File: src/rtl/mcoi_led_sequencer_pkg.sv
// Shared types and default timing for the MCOI diagnostic LED sequencer.
// Defaults give a 1 kHz tick at 100 MHz and 250 ms blink phases.
package McoiLedPkg;

  typedef enum logic [1:0] {LED_OFF, LED_ON, LED_BLINK, LED_BURST} led_mode_t;

  typedef enum logic [1:0] {ST_IDLE, ST_ON_PH, ST_OFF_PH, ST_GAP} led_state_t;

  localparam int NUM_LEDS_DEF   = 6;
  localparam int PRESC_DIV_DEF  = 100000;
  localparam int HALF_TICKS_DEF = 250;
  localparam int GAP_TICKS_DEF  = 1000;
  localparam int CNT_W_DEF      = 4;

  // Phase counter only ever holds limit-1 of the longer of the two phase kinds.
  function automatic int phase_width(input int half_ticks, input int gap_ticks);
    int longest;
    longest = (half_ticks > gap_ticks) ? half_ticks : gap_ticks;
    return (longest > 1) ? $clog2(longest) : 1;
  endfunction

endpackage

File: src/rtl/mcoi_led_sequencer_channel.sv
// One LED channel: mode latch, phase/flash counters and the FSM that drives
// the (polarity-free) registered LED bit.
module mcoi_led_channel
  import McoiLedPkg::*;
#(
  parameter int HALF_TICKS = HALF_TICKS_DEF,
  parameter int GAP_TICKS  = GAP_TICKS_DEF,
  parameter int CNT_W      = CNT_W_DEF
) (
  input  logic             clk,
  input  logic             rst,
  input  logic             tick,
  input  logic             load,
  input  led_mode_t        mode,
  input  logic [CNT_W-1:0] count,
  output logic             led
);

  localparam int PH_W = phase_width(HALF_TICKS, GAP_TICKS);
  localparam logic [PH_W-1:0] HALF_END = PH_W'(HALF_TICKS - 1);
  localparam logic [PH_W-1:0] GAP_END  = PH_W'(GAP_TICKS - 1);

  led_mode_t        mode_q;
  logic [CNT_W-1:0] count_q;
  logic [CNT_W-1:0] flashes;
  led_state_t       state;
  logic [PH_W-1:0]  phase;

  // The LED bit is registered together with the state it belongs to, so a
  // load is visible on the pin one cycle later; a load masks a coincident tick.
  always_ff @(posedge clk) begin
    if (rst) begin
      mode_q  <= LED_OFF;
      count_q <= '0;
      flashes <= '0;
      state   <= ST_IDLE;
      phase   <= '0;
      led     <= 1'b0;
    end else if (load) begin
      mode_q  <= mode;
      count_q <= count;
      phase   <= '0;
      case (mode)
        LED_ON: begin
          state <= ST_IDLE;
          led   <= 1'b1;
        end
        LED_BLINK: begin
          state <= ST_ON_PH;
          led   <= 1'b1;
        end
        LED_BURST: begin
          flashes <= count;
          if (count != '0) begin
            state <= ST_ON_PH;
            led   <= 1'b1;
          end else begin
            state <= ST_GAP;
            led   <= 1'b0;
          end
        end
        default: begin
          mode_q <= LED_OFF;
          state  <= ST_IDLE;
          led    <= 1'b0;
        end
      endcase
    end else if (tick) begin
      case (state)
        ST_ON_PH: begin
          if (phase == HALF_END) begin
            phase <= '0;
            state <= ST_OFF_PH;
            led   <= 1'b0;
          end else begin
            phase <= phase + PH_W'(1);
          end
        end
        ST_OFF_PH: begin
          if (phase == HALF_END) begin
            phase <= '0;
            if (mode_q != LED_BURST) begin
              state <= ST_ON_PH;
              led   <= 1'b1;
            end else if (flashes > CNT_W'(1)) begin
              flashes <= flashes - CNT_W'(1);
              state   <= ST_ON_PH;
              led     <= 1'b1;
            end else begin
              flashes <= '0;
              state   <= ST_GAP;
            end
          end else begin
            phase <= phase + PH_W'(1);
          end
        end
        ST_GAP: begin
          if (phase == GAP_END) begin
            phase <= '0;
            // A zero-length code just keeps re-entering the gap.
            if (count_q != '0) begin
              flashes <= count_q;
              state   <= ST_ON_PH;
              led     <= 1'b1;
            end
          end else begin
            phase <= phase + PH_W'(1);
          end
        end
        default: begin
          phase <= '0;
        end
      endcase
    end
  end

endmodule

File: src/rtl/mcoi_led_sequencer.sv
// Multi-channel diagnostic LED driver: one free-running prescaler shared by
// NUM_LEDS independent OFF/ON/BLINK/BURST channel engines.
module mcoi_led_sequencer
  import McoiLedPkg::*;
#(
  parameter int NUM_LEDS   = NUM_LEDS_DEF,
  parameter int PRESC_DIV  = PRESC_DIV_DEF,
  parameter int HALF_TICKS = HALF_TICKS_DEF,
  parameter int GAP_TICKS  = GAP_TICKS_DEF,
  parameter int CNT_W      = CNT_W_DEF,
  parameter bit ACTIVE_LOW = 1'b0
) (
  input  logic                            clk,
  input  logic                            rst,
  input  led_mode_t [NUM_LEDS-1:0]        mode_i,
  input  logic [NUM_LEDS-1:0][CNT_W-1:0]  count_i,
  input  logic [NUM_LEDS-1:0]             load_i,
  output logic [NUM_LEDS-1:0]             led_o,
  output logic                            tick_o
);

  localparam int PR_W = $clog2(PRESC_DIV);
  localparam logic [PR_W-1:0] PR_END = PR_W'(PRESC_DIV - 1);

  logic [PR_W-1:0]     presc;
  logic [NUM_LEDS-1:0] led_raw;

  // Free-running: loads never restart it, so channels share one tick grid.
  always_ff @(posedge clk) begin
    if (rst) begin
      presc <= '0;
    end else if (presc == PR_END) begin
      presc <= '0;
    end else begin
      presc <= presc + PR_W'(1);
    end
  end

  assign tick_o = (presc == PR_END);

  for (genvar k = 0; k < NUM_LEDS; k++) begin : g_chan
    mcoi_led_channel #(
      .HALF_TICKS (HALF_TICKS),
      .GAP_TICKS  (GAP_TICKS),
      .CNT_W      (CNT_W)
    ) u_chan (
      .clk   (clk),
      .rst   (rst),
      .tick  (tick_o),
      .load  (load_i[k]),
      .mode  (mode_i[k]),
      .count (count_i[k]),
      .led   (led_raw[k])
    );
  end

  // Channel LED bits are already registered; only the pin polarity is applied here.
  assign led_o = led_raw ^ {NUM_LEDS{ACTIVE_LOW}};

endmodule

File: config.mk
export PLATFORM = sky130hd
export DESIGN_NAME = mcoi_led_sequencer
export DESIGN_NICKNAME = d
export VERILOG_FILES = /design/src/rtl/mcoi_led_sequencer_pkg.sv /design/src/rtl/mcoi_led_sequencer_channel.sv /design/src/rtl/mcoi_led_sequencer.sv
export SDC_FILE = /design/constraint.sdc
export NUM_CORES = 1
export LEC_CHECK = 0
export BUFFER_PORTS_ARGS = -buffer_cell sky130_fd_sc_hd__buf_2
export CORE_MARGIN = 3
export CORE_UTILIZATION = 65
export CTS_CLUSTER_SIZE = 25
export DETAILED_ROUTE_END_ITERATION = 6
export GPL_ROUTABILITY_DRIVEN = 0
export HOLD_SLACK_MARGIN = 0.02
export PLACE_DENSITY = 0.95
export SLEW_MARGIN = 10
export SYNTH_ARGS = -nofsm -noshare
export SYNTH_HDL_FRONTEND = slang
export SYNTH_HIERARCHICAL = 1
export SYNTH_SLANG_ARGS = --single-unit
File: constraint.sdc
create_clock -name clk -period 4.8 [get_ports clk]
set_input_delay 0.96 -clock clk [delete_from_list [all_inputs] [get_ports clk]]
set_output_delay 0.96 -clock clk [all_outputs]
set_load 0.1 [all_outputs]
; Yosys cells after proc, flatten, opt, wreduce, memory -nomap -nowiden
; Cells that the tools add are included.
[totals]
reg_bits = 155
inputBits = 44
out_inout_bits = 7
word_cells = 436
[op_classes]
add_sub_neg = 13
magnitude_cmp = 6
eq_ne = 97
n_mux = 210
reduce_logical = 73
[op_table]
columns = operator, n
row1 = $mux W4, 48
row2 = $mux W10, 12
row3 = $mux W2, 60
row4 = $pmux W10 S2, 6
row5 = $reduce_and A7 Y1, 12
row6 = $ne A3 B2 Y1 const B, 24
row7 = $reduce_bool A4 Y1, 18
row8 = $add A10 B1 Y10 const B, 6
row9 = $eq A10 B10 Y1 const B, 6
row10 = $eq A10 B8 Y1 const B, 6
row11 = $mux W1, 54
row12 = $eq A2 B2 Y1 const B, 24
row13 = $pmux W4 S2, 6
row14 = $reduce_or A2 Y1, 19
row15 = $pmux W2 S3, 6
row16 = $reduce_and A6 Y1, 6
row17 = $eq A2 B1 Y1 const B, 12
row18 = $gt A4 B1 Y1 const B, 6
row19 = $ne A4 B2 Y1 const B, 6
row20 = $pmux W2 S2, 6
row21 = $sub A4 B1 Y4 const B, 6
row22 = $ne A3 B3 Y1 const B, 6
row23 = $pmux W1 S3, 6
row24 = $reduce_bool A3 Y1, 6
row25 = 7 further kinds, 32

; Depth between registers and ports, before layout
[depth]
depth_word = 7
depth_mapped = 9
mapped_depth_nobuf = 8

; Hierarchy
; The synthesis kept the hierarchy.
[modules_own_cells]
columns = module, instances, cells_each, area_per_inst_um2, seq_area_each_um2
row1 = mcoi_led_channel at g_chan[3].u_chan ..., 3, 197, 1680.4, 460.4
row2 = mcoi_led_channel at g_chan[0].u_chan ..., 3, 184, 1475.2, 460.4
row3 = mcoi_led_sequencer, 1, 86, 809.5, 340.3

; Least setup slack after synthesis
; Ideal clock, no wire load.
[synth_path]
path_kind = reg2reg
startpoint = register presc[6]
endpoint = register g_chan[0].u_chan.flashes[2]
setup_time_ns = 0.091
arrival_ns = 4.217
t_required_ns = 4.709
path_slack_ns = 0.492
path_stages_with_launch = 8
path_buffers = 0
path_cell_list = dfxtp_1 -> or4b_1 -> nor4_2 -> o41ai_1 -> or4_4 -> a22oi_4 -> nor2_1 -> a311oi_1
[synth_via]
elab_chain_len = 3
[synth_rtl]
columns = item, line_no
row1 = from (decl), mcoi_led_sequencer.sv:25  ; logic [PR_W-1:0] presc;
row2 = from (signal assigned), mcoi_led_sequencer.sv:35  ; presc <= presc + PR_W'(1);
row3 = $eq A17 B17 Y1, mcoi_led_sequencer.sv:39  ; assign tick_o = (presc == PR_END);
row4 = via tick_o, mcoi_led_sequencer.sv:19  ; output logic tick_o
row5 = $reduce_bool A2 Y1 (no source line), --
row6 = $reduce_and A7 Y1 (no source line), --
row7 = to (signal assigned), mcoi_led_sequencer_channel.sv:53  ; flashes <= count;
row8 = to (signal assigned), mcoi_led_sequencer_channel.sv:86  ; flashes <= flashes - CNT_W'(1);
row9 = to (signal assigned), mcoi_led_sequencer_channel.sv:102  ; flashes <= count_q;
row10 = to (decl), mcoi_led_sequencer_channel.sv:25  ; logic [CNT_W-1:0] flashes;
; The timed path passes the listed nets, and every way through them passes these cells.
; A chain may end at the register's enable or synchronous reset.

; Final worst setup path
[layout_path]
startpoint = register presc[5]
endpoint = output tick_o
[layout_via]
elab_chain_len = 1
[layout_rtl]
columns = item, line_no
row1 = $eq A17 B17 Y1, mcoi_led_sequencer.sv:39
row2 = to (decl), mcoi_led_sequencer.sv:19
; No other way between the ends.

==> results.sh <==
export IMPL_status="complete, no violations"
export IMPL_cp_start_kind="register"
export IMPL_clk_pin_slew_ns=0.06
export IMPL_grt_pass1_wl_um=40400
export IMPL_grt_max_degree=81
export IMPL_synth_nets=1340
export IMPL_clock_fmax_mhz=292
export IMPL_syn2layout_area_growth_pct=8.29
export IMPL_slew_limit_headroom_pct=41.8
export IMPL_die_y_um=132
export IMPL_dieArea_um2=17400
export IMPL_netSwitchingFraction_pct=26.2
export IMPL_hold_path_depth=2
export IMPL_drc_errors=0
export IMPL_critPathMaxFanout=23
export IMPL_io_pins=51
export IMPL_p_seq_share_pct=43.5
export IMPL_first_pass_iters=5
export IMPL_dp_hpwl_um=15400
export IMPL_internal_power_w=0.00232
export IMPL_ant_nets=0
export IMPL_cts_root_buffer="clkbuf_16"
export IMPL_max_cap_viol_count=0
export IMPL_p_per_area_nw_per_um2=282
export IMPL_fin_nets=1348
export IMPL_totalNegativeSetupSlack_ns=0
export IMPL_grt_overflow=0
export IMPL_synth_ff_type="dfxtp_1"
export IMPL_crit_required_ns=3.84
export IMPL_std_cell_rows=45
export IMPL_synth_seq_cells=155
export IMPL_p_leak_nw=4.01
export IMPL_cts_made_buffers=17
export IMPL_antenna_found_initial=0
export IMPL_synth_top_area_share_pct=30.2
export IMPL_ys_warn_count=6
export IMPL_synth_area_leader_cell="dfxtp_1"
export IMPL_tritoncts="yes"
export IMPL_vias_per_cell=6.42
export IMPL_clock_path_buffers=2
export IMPL_netlist_instances=1229
export IMPL_max_slew_worst_pin_slew_ns=0.869
export IMPL_num_vias=9383
export IMPL_layout_min_cycle_time_ns=3.43
export IMPL_die_w_um=132
export IMPL_fp_coreArea_um2=15300
export IMPL_synthTopCellsByArea="dfxtp_1 (30%), ha_1 (8.2%), a21oi_1 (4.6%), nand2_1 (3.9%), nor2_1 (3.9%)"
export IMPL_htree_levels=4
export IMPL_final_hold_viol_count=0
export IMPL_hold_class="reg -> reg"
export IMPL_multi_input_area_um2=6560
export IMPL_p_clk_share_pct=43.8
export IMPL_switching_power_w=0.000822
export IMPL_ys_seq_area_share_pct=30.2
export IMPL_holdBufCountCts=0
export IMPL_synth_edf_count=0
export IMPL_wire_per_inst_um=16.1
export IMPL_rsz0062_at_grt="false"
export IMPL_finClkSkew_ns=0.00737
export IMPL_start_util_pct=67.1
export IMPL_post_route_period_util_pct=71.4
export IMPL_avgSynthCellArea_um2=8.36
export IMPL_seqCellArea_um2=3100
export IMPL_p_comb_share_pct=12.7
export IMPL_syn_area_um2=10300
export IMPL_wirelength_um=23500
export IMPL_grt_pass1_vias=8955
export IMPL_post_cts_buffers=0
export IMPL_critPathCaptureType="output port"
export IMPL_synthMostInstantiatedCell="dfxtp_1"
export IMPL_n_antenna_cell=0
export IMPL_synth_async_reset_ratio_pct=0
export IMPL_total_power_w=0.00314
export IMPL_yosysUniqueCellTypes=75
export IMPL_max_vdd_ir_drop_mv=0.289
export IMPL_setup_viol=0
export IMPL_cts_resized=0
export IMPL_crit_type="reg -> out"
export IMPL_cts_sinks=155
export IMPL_grtUsageTotal_pct=26.9
export IMPL_numPortBuffers=50
export IMPL_slew_violations=0
export IMPL_synthTopCellsByCount="dfxtp_1 (155), nand2_1 (107), nor2_1 (106)"
export IMPL_clk_latency_ns=0.43
export IMPL_drive_gt1_share_pct=12.2
export IMPL_fillCellCount=1110
export IMPL_worstPathArrival_ns=2.47
export IMPL_r2r_cells=8
export IMPL_drtIter0Drc=761
layer usage:
metal | up-vias | share of wire [%] | routed length [um] | track usage (%)
met2 | 326 | 49 | 11500 | 45.9
met5 | - | 0 | 0 | 0
met3 | 56 | 5.1 | 1200 | 4.24
li1 | 4548 | - | - | -
met1 | 4453 | 43 | 10200 | 33.8
met4 | 0 | 2.4 | 573 | 11.7
power by group through the flow:
stage	combinational [W]	sequential [W]	clock, W
after floorplan	0.000273	0.00141	0
final	0.000399	0.00136	0.00137
after CTS	0.000394	0.00136	0.00139
after detailed placement	0.000386	0.00139	0
after global placement	0.000373	0.00139	0
after global routing	0.000442	0.00137	0.00145
flip-flops by register name, summed over array words and instances (netlist names):
signal and count:
g_chan.u_chan/flashes 24, g_chan.u_chan/led 6, presc 17, g_chan.u_chan/phase 60, g_chan.u_chan/state 12, g_chan.u_chan/mode_q 12, g_chan.u_chan/count_q 24
worst max-delay path, cell delays in order (launching register included):
cell and delay [ns]:
dfxtp_1 0.35, or4b_1 0.58, nor4_4 0.32, buf_4 0.31
buf_2 0.48
metrics by stage:
| step | instance area (um^2) | setup WS [ns] | std cells | utilization, % | hold WS [ns] |
|---|---|---|---|---|---|
| after floorplan | 10300 | 0.492 | 1229 | - | 0.426 |
| after global placement | 10500 | 1.87 | 1429 | 68.7 | 0.441 |
| after detailed placement | 10500 | 1.82 | 1429 | 68.7 | 0.464 |
| after CTS | 11100 | 1.35 | 1461 | 72.7 | 0.479 |
| after global routing | 11100 | 1.28 | 1461 | 72.7 | 0.505 |
| final | 11100 | 1.37 | 1461 | 72.7 | 0.472 |
logic make-up (layout without fill, tap and decap cells):
kind of cell	Yosys count	after routing	share of synthesized area [%]
multiplexers	39	39	3.87
buffers and inverters	149	170	6.03
flip-flops	155	155	30.2
adder cells (fa/ha/maj)	67	67	8.16
XOR/XNOR	41	41	3.49
AO/OA/AOI/OAI	302	302	22.6
AND/OR/NAND/NOR	476	476	25.7
area by class of cell:
cell class | instances | share of cell area, %
Clock buffer | 21 | 4.14
Clock inverter | 11 | 1.29
Inverter | 85 | 2.87
Multi-Input combinational cell | 925 | 59.0
Sequential cell | 155 | 27.9
Tap cell | 211 | 2.37
Timing Repair Buffer | 53 | 2.47
path summary, 6_finish.rpt:
check             slack [ns]            startpoint                           to
setup / recovery        1.37              presc[5]                       tick_o
hold / removal          0.47  g_chan[4].u_chan/led         g_chan[4].u_chan/led
setup reg to reg        1.80              presc[5]  g_chan[2].u_chan/flashes[2]
hold reg to reg         0.47  g_chan[4].u_chan/led         g_chan[4].u_chan/led
placed cells by master, fill, tap and decap left out, types with 27 or more instances in the layout:
cell,n
a21oi_1,94
buf_2,49
dfxtp_1,155
ha_1,67
inv_1,82
mux2i_1,33
nand2_1,107
nand2b_1,27
nand3_1,34
nand4_1,32
nor2_1,106
o31ai_1,27
Note: power is estimated with default switching activity, not from simulation.
